**src/rtl/fetch_decode.sv**
```systemverilog
// Single-word Wishbone instruction fetch followed by a one-cycle field decode.
// A request in IDLE launches a read cycle; the returned word is registered,
// announced with o_fetch_done, then split into opcode/operand fields on the
// following edge and announced with o_completed.
module fetch_decode (
  input  logic        clk,
  input  logic        reset,
  input  logic        i_enable,
  input  logic [31:0] i_pc,
  output logic [31:0] o_wb_addr,
  output logic        o_wb_cyc,
  output logic        o_wb_stb,
  input  logic        i_wb_ack,
  input  logic        i_wb_stall,
  input  logic [31:0] i_wb_data,
  output logic [31:0] o_instruction,
  output logic        o_fetch_done,
  output logic [3:0]  o_opcode,
  output logic [3:0]  o_extra,
  output logic [3:0]  o_operandA,
  output logic [3:0]  o_operandB,
  output logic [15:0] o_immediate,
  output logic        o_completed
);

  typedef enum logic [1:0] {
    IDLE,
    STROBE,
    WAIT_ACK
  } state_t;

  state_t state;
  state_t state_nxt;

  logic start_req;
  logic stb_accept;
  logic ack_take;

  // State register; reset aborts any bus cycle in flight.
  always_ff @(posedge clk or negedge reset) begin
    if (!reset) state <= IDLE;
    else        state <= state_nxt;
  end

  // Next-state and bus event decode. An ack is only honoured once the strobe
  // has been accepted (same cycle in STROBE, or later in WAIT_ACK).
  always_comb begin
    state_nxt  = state;
    start_req  = 1'b0;
    stb_accept = 1'b0;
    ack_take   = 1'b0;
    case (state)
      IDLE: begin
        if (i_enable) begin
          start_req = 1'b1;
          state_nxt = STROBE;
        end
      end
      STROBE: begin
        if (!i_wb_stall) begin
          stb_accept = 1'b1;
          if (i_wb_ack) begin
            ack_take  = 1'b1;
            state_nxt = IDLE;
          end else begin
            state_nxt = WAIT_ACK;
          end
        end
      end
      WAIT_ACK: begin
        if (i_wb_ack) begin
          ack_take  = 1'b1;
          state_nxt = IDLE;
        end
      end
      default: state_nxt = IDLE;
    endcase
  end

  // Registered Wishbone master outputs and the fetched word.
  always_ff @(posedge clk or negedge reset) begin
    if (!reset) begin
      o_wb_addr     <= '0;
      o_wb_cyc      <= 1'b0;
      o_wb_stb      <= 1'b0;
      o_instruction <= '0;
      o_fetch_done  <= 1'b0;
    end else begin
      o_fetch_done <= ack_take;
      if (start_req) begin
        o_wb_addr <= i_pc;
        o_wb_cyc  <= 1'b1;
        o_wb_stb  <= 1'b1;
      end
      if (stb_accept) begin
        o_wb_stb <= 1'b0;
      end
      if (ack_take) begin
        o_wb_cyc      <= 1'b0;
        o_instruction <= i_wb_data;
      end
    end
  end

  // Field decode one edge after the word lands; fields hold until next fetch.
  always_ff @(posedge clk or negedge reset) begin
    if (!reset) begin
      o_opcode    <= '0;
      o_extra     <= '0;
      o_operandA  <= '0;
      o_operandB  <= '0;
      o_immediate <= '0;
      o_completed <= 1'b0;
    end else begin
      o_completed <= o_fetch_done;
      if (o_fetch_done) begin
        o_opcode    <= o_instruction[31:28];
        o_extra     <= o_instruction[27:24];
        o_operandA  <= o_instruction[23:20];
        o_operandB  <= o_instruction[19:16];
        o_immediate <= o_instruction[15:0];
      end
    end
  end

endmodule

```
**config.mk**
```make
export PLATFORM = sky130hd
export DESIGN_NAME = fetch_decode
export DESIGN_NICKNAME = d
export VERILOG_FILES = /design/src/rtl/fetch_decode.sv
export SDC_FILE = /design/constraint.sdc
export NUM_CORES = 1
export LEC_CHECK = 0
export BUFFER_PORTS_ARGS = -buffer_cell sky130_fd_sc_hd__buf_2
export CAP_MARGIN = 20
export CORE_MARGIN = 2
export CORE_UTILIZATION = 44
export CTS_BUF_LIST = sky130_fd_sc_hd__clkbuf_4
export DETAILED_ROUTE_END_ITERATION = 12
export GPL_ROUTABILITY_DRIVEN = 0
export HOLD_SLACK_MARGIN = 0.1
export PLACE_DENSITY = 0.76
export REMOVE_ABC_BUFFERS = 1
export SETUP_SLACK_MARGIN = 0.02
export SYNTH_ARGS = -nofsm -noshare
export SYNTH_HDL_FRONTEND = slang
export SYNTH_SLANG_ARGS = --single-unit
```
**constraint.sdc**
```tcl
create_clock -name clk -period 1.7 [get_ports clk]
set_input_delay 0.255 -clock clk [delete_from_list [all_inputs] [get_ports clk]]
set_output_delay 0.255 -clock clk [all_outputs]
set_load 0.005 [all_outputs]
```
==> results.md <==
- Status: complete, no violations
- Setup_tns: 0 ns
- Cell chain of the critical path: ha_4 -> nor2b_4 -> o211ai_4 -> buf_12 -> clkbuf_16 -> mux2_4
- Critical setup path kind: reg -> reg
- Die area: 9590 um2
- Post-Route Skew: 0.0145 ns
- Critical Path RT: 2.02 ns
- Drt pass-1 iters: 4
- Post-Syn Area per Cell: 16.9 um2
- Dpl cell area: 4890 um2
- Initial Util: 0.449
- Type of the most critical hold path: in -> reg
- Slew margin rel.: 0.653
- Post-synthesis mux area share: 0.286
- CP Launch Type: flop
- Synth Area in Compound Gates: 0.00967
- Clock tree buffer depth: 2
- Critical Path End Type: flop
- Placed Cells: around 500
- Initial antenna violation count: 0
- RSZ-0062 raised after global routing: true
- Gr usage total: 0.208
- Fmax: between 0.5 and 0.6 GHz
- First-iteration detailed-routing DRC count: between 50 and 60
- Syn. warnings: 0
- Max-Cap Viols: 0
- Die Span Y: 97.9 um
- Clock sink total: 102
- Register area share after synthesis: 0.658
- Fin crit share: 0.993
- Number of synthesized register bits: 102
- Leak pwr: roughly 3.1 nW
- Placeable core area: around 8600 um2
- Number of port buffers: roughly 170
- Final non-filler cell total: 597
- Total number of vias: 2879
- Commonest non-fill, non-tap cells in the layout: buf_2 (167), dfrtp_1 (102), dlygate4sd3_1 (66)
- Critical Path Slowest Stage Cell: dfrtp_1
- Post-Synth Simple-Gate Area: 0.0100
- Post-synthesis adder-cell area fraction: 0.0129
- Post-synthesis xor/xnor area fraction: 0
- Power Density: 1680 nW/um2
- CP Buf/Inv Count: 2
- EDFF count, synth: 0
- First-pass GRT wire length: 15.8 mm
- Vias in the first global route: around 3100
- GR Overflow Total: 0
- Total power draw: between 0.01 and 0.015 W
- Post-synthesis cell count: 229
- Slowest cell delay on critical path: 0.46 ns
- Main combinational cell family by area after synthesis: multiplexers
- Synthesized area: 3880 um2
- Pin slew with the least headroom to its limit: about 0.52 ns
- Dpl hpwl: 5.68 mm
- Die X: ~100 um
- Ports: about 170
- Finished layout cell area: 6060 um2
- DR WL/cell: around 17 um
- Top delay family on crit path: flip-flops
- TritonCTS Buffers: 9
- Reg clk slew, reported paths: 0.15 ns
- Library cells used by synthesis: 18
- Later-pin clock latency in the skew report: 0.43 ns
- Row count: 34
- CTS tree: done
- Layout cells sized above 1: 0.630
- CP Max Fanout: 5
- Clk root buf: clkbuf_4
- Final ANT Viol Nets: 0
- Final core utilization: 0.702
- Largest net degree at the start of global routing: 103
- Post-Route WL: 10.3 mm
- Crit path DAT: 2.01 ns
- Synth top area share: 0.658
- Fin crit period: 1.69 ns
- Ys flop type: dfrtp_1
- DR DRC count: 0
- Commonest non-fill, non-tap cell in the layout: buf_2
- Final setup vio count: 0
- Drt via density: 4.82
- Final hold violation count: 0
- Asr flop ratio synth: 1.00
- Synth top area cells: dfrtp_1 (66%), mux2_2 (27%), ha_1 (1.3%)
- Final nets: ~560
- Fin. max-slew vios: 0
- Number of inserted diodes: 0
- H-tree Lvls: 3
- Synth area leader: dfrtp_1
- Synthesis-to-layout area growth: 56.2%
- IR drop worst, VDD: roughly 830 uV
[repair_timing]
action	4_1_cts	5_1_grt
hold buffers	66	0
pin swaps	1	2
cloned	2	3
setup buffers	3	6
resized for setup	15	27
endpoints found under the hold margin	167	0
endpoints found under the setup margin	22	61
[tightest hold or removal path, delay by kind of cell]
family        cells  cell delay [ns]
buf+inv           1             0.13
mux               1             0.07
simple gates      1             0.12
[metrics by stage]
step,setup slack [ns],hold slack (ns)
finish,0.0124,0.171
global route,-0.0303,0.149
CTS,-0.000437,0.130
detailed placement,0.000681,0.366
global placement,0.0608,0.357
floorplan,-0.279,-0.0406
[metal layers]
metal | wire (um) | vias to the layer above | global-route usage
met5 | 0 | - | 0
met1 | 4170 | 1418 | 0.250
met2 | 5110 | 141 | 0.357
li1 | - | 1307 | -
met3 | 890 | 13 | 0.0666
met4 | 155 | 0 | 0.0705
[layout make-up]
| cell class | count | area (um2) |
|---|---|---|
| repair buffers | 255 | 1820 |
| well taps | 108 | 135 |
| fillers | 585 | 2580 |
| flip-flops and latches | 102 | 2550 |
| clock inverters | 5 | 58.8 |
| inverters | 5 | 18.8 |
| multi-input cells | 111 | 1390 |
| clock buffers | 11 | 82.6 |
[path summary, 6_finish.rpt]
check / to / startpoint / cells after the start / slack (ns)
max in group asynchronous: o_operandB[3] / reset / 3 / 0.89
min: state[1] / i_wb_ack / 3 / 0.17
min reg2reg: o_wb_cyc / o_wb_cyc / 1 / 0.50
min in group asynchronous: o_instruction[4] / reset / 3 / 0.42
max reg2reg: o_instruction[16] / state[0] / 6 / 0.01
max: o_instruction[16] / state[0] / 6 / 0.01
[Yosys cell counts, drive strengths merged (2+ instances only)]
cell type,count
mux2,97
inv,5
dfrtp,102
ha,4
buf,10
nor2,2
[kinds of logic after synthesis]
kind of cell               Yosys count
and+or+nand+nor                      6
muxes                               98
DFF                                102
adders and majority gates            4
AOI/OAI and AO/OA                    3
buffers and inverters               16
[state kept, by name (all words and copies together), names as in the netlist]
| signal | flops |
|---|---|
| o_completed | 1 |
| o_extra | 4 |
| o_fetch_done | 1 |
| o_immediate | 16 |
| o_instruction | 32 |
| o_opcode | 4 |
| o_operandA | 4 |
| o_operandB | 4 |
| o_wb_addr | 32 |
| o_wb_cyc | 1 |
| o_wb_stb | 1 |
| state | 2 |
[power by group]
part	switching [W]	total (W)	internal, W
Combinational	0.00169	0.00458	0.00289
Sequential	0.000728	0.00436	0.00363
Clock	0.000771	0.00126	0.000487
Total	0.00319	0.0102	0.00701
No activity file was read; power rests on OpenSTA's default activity.
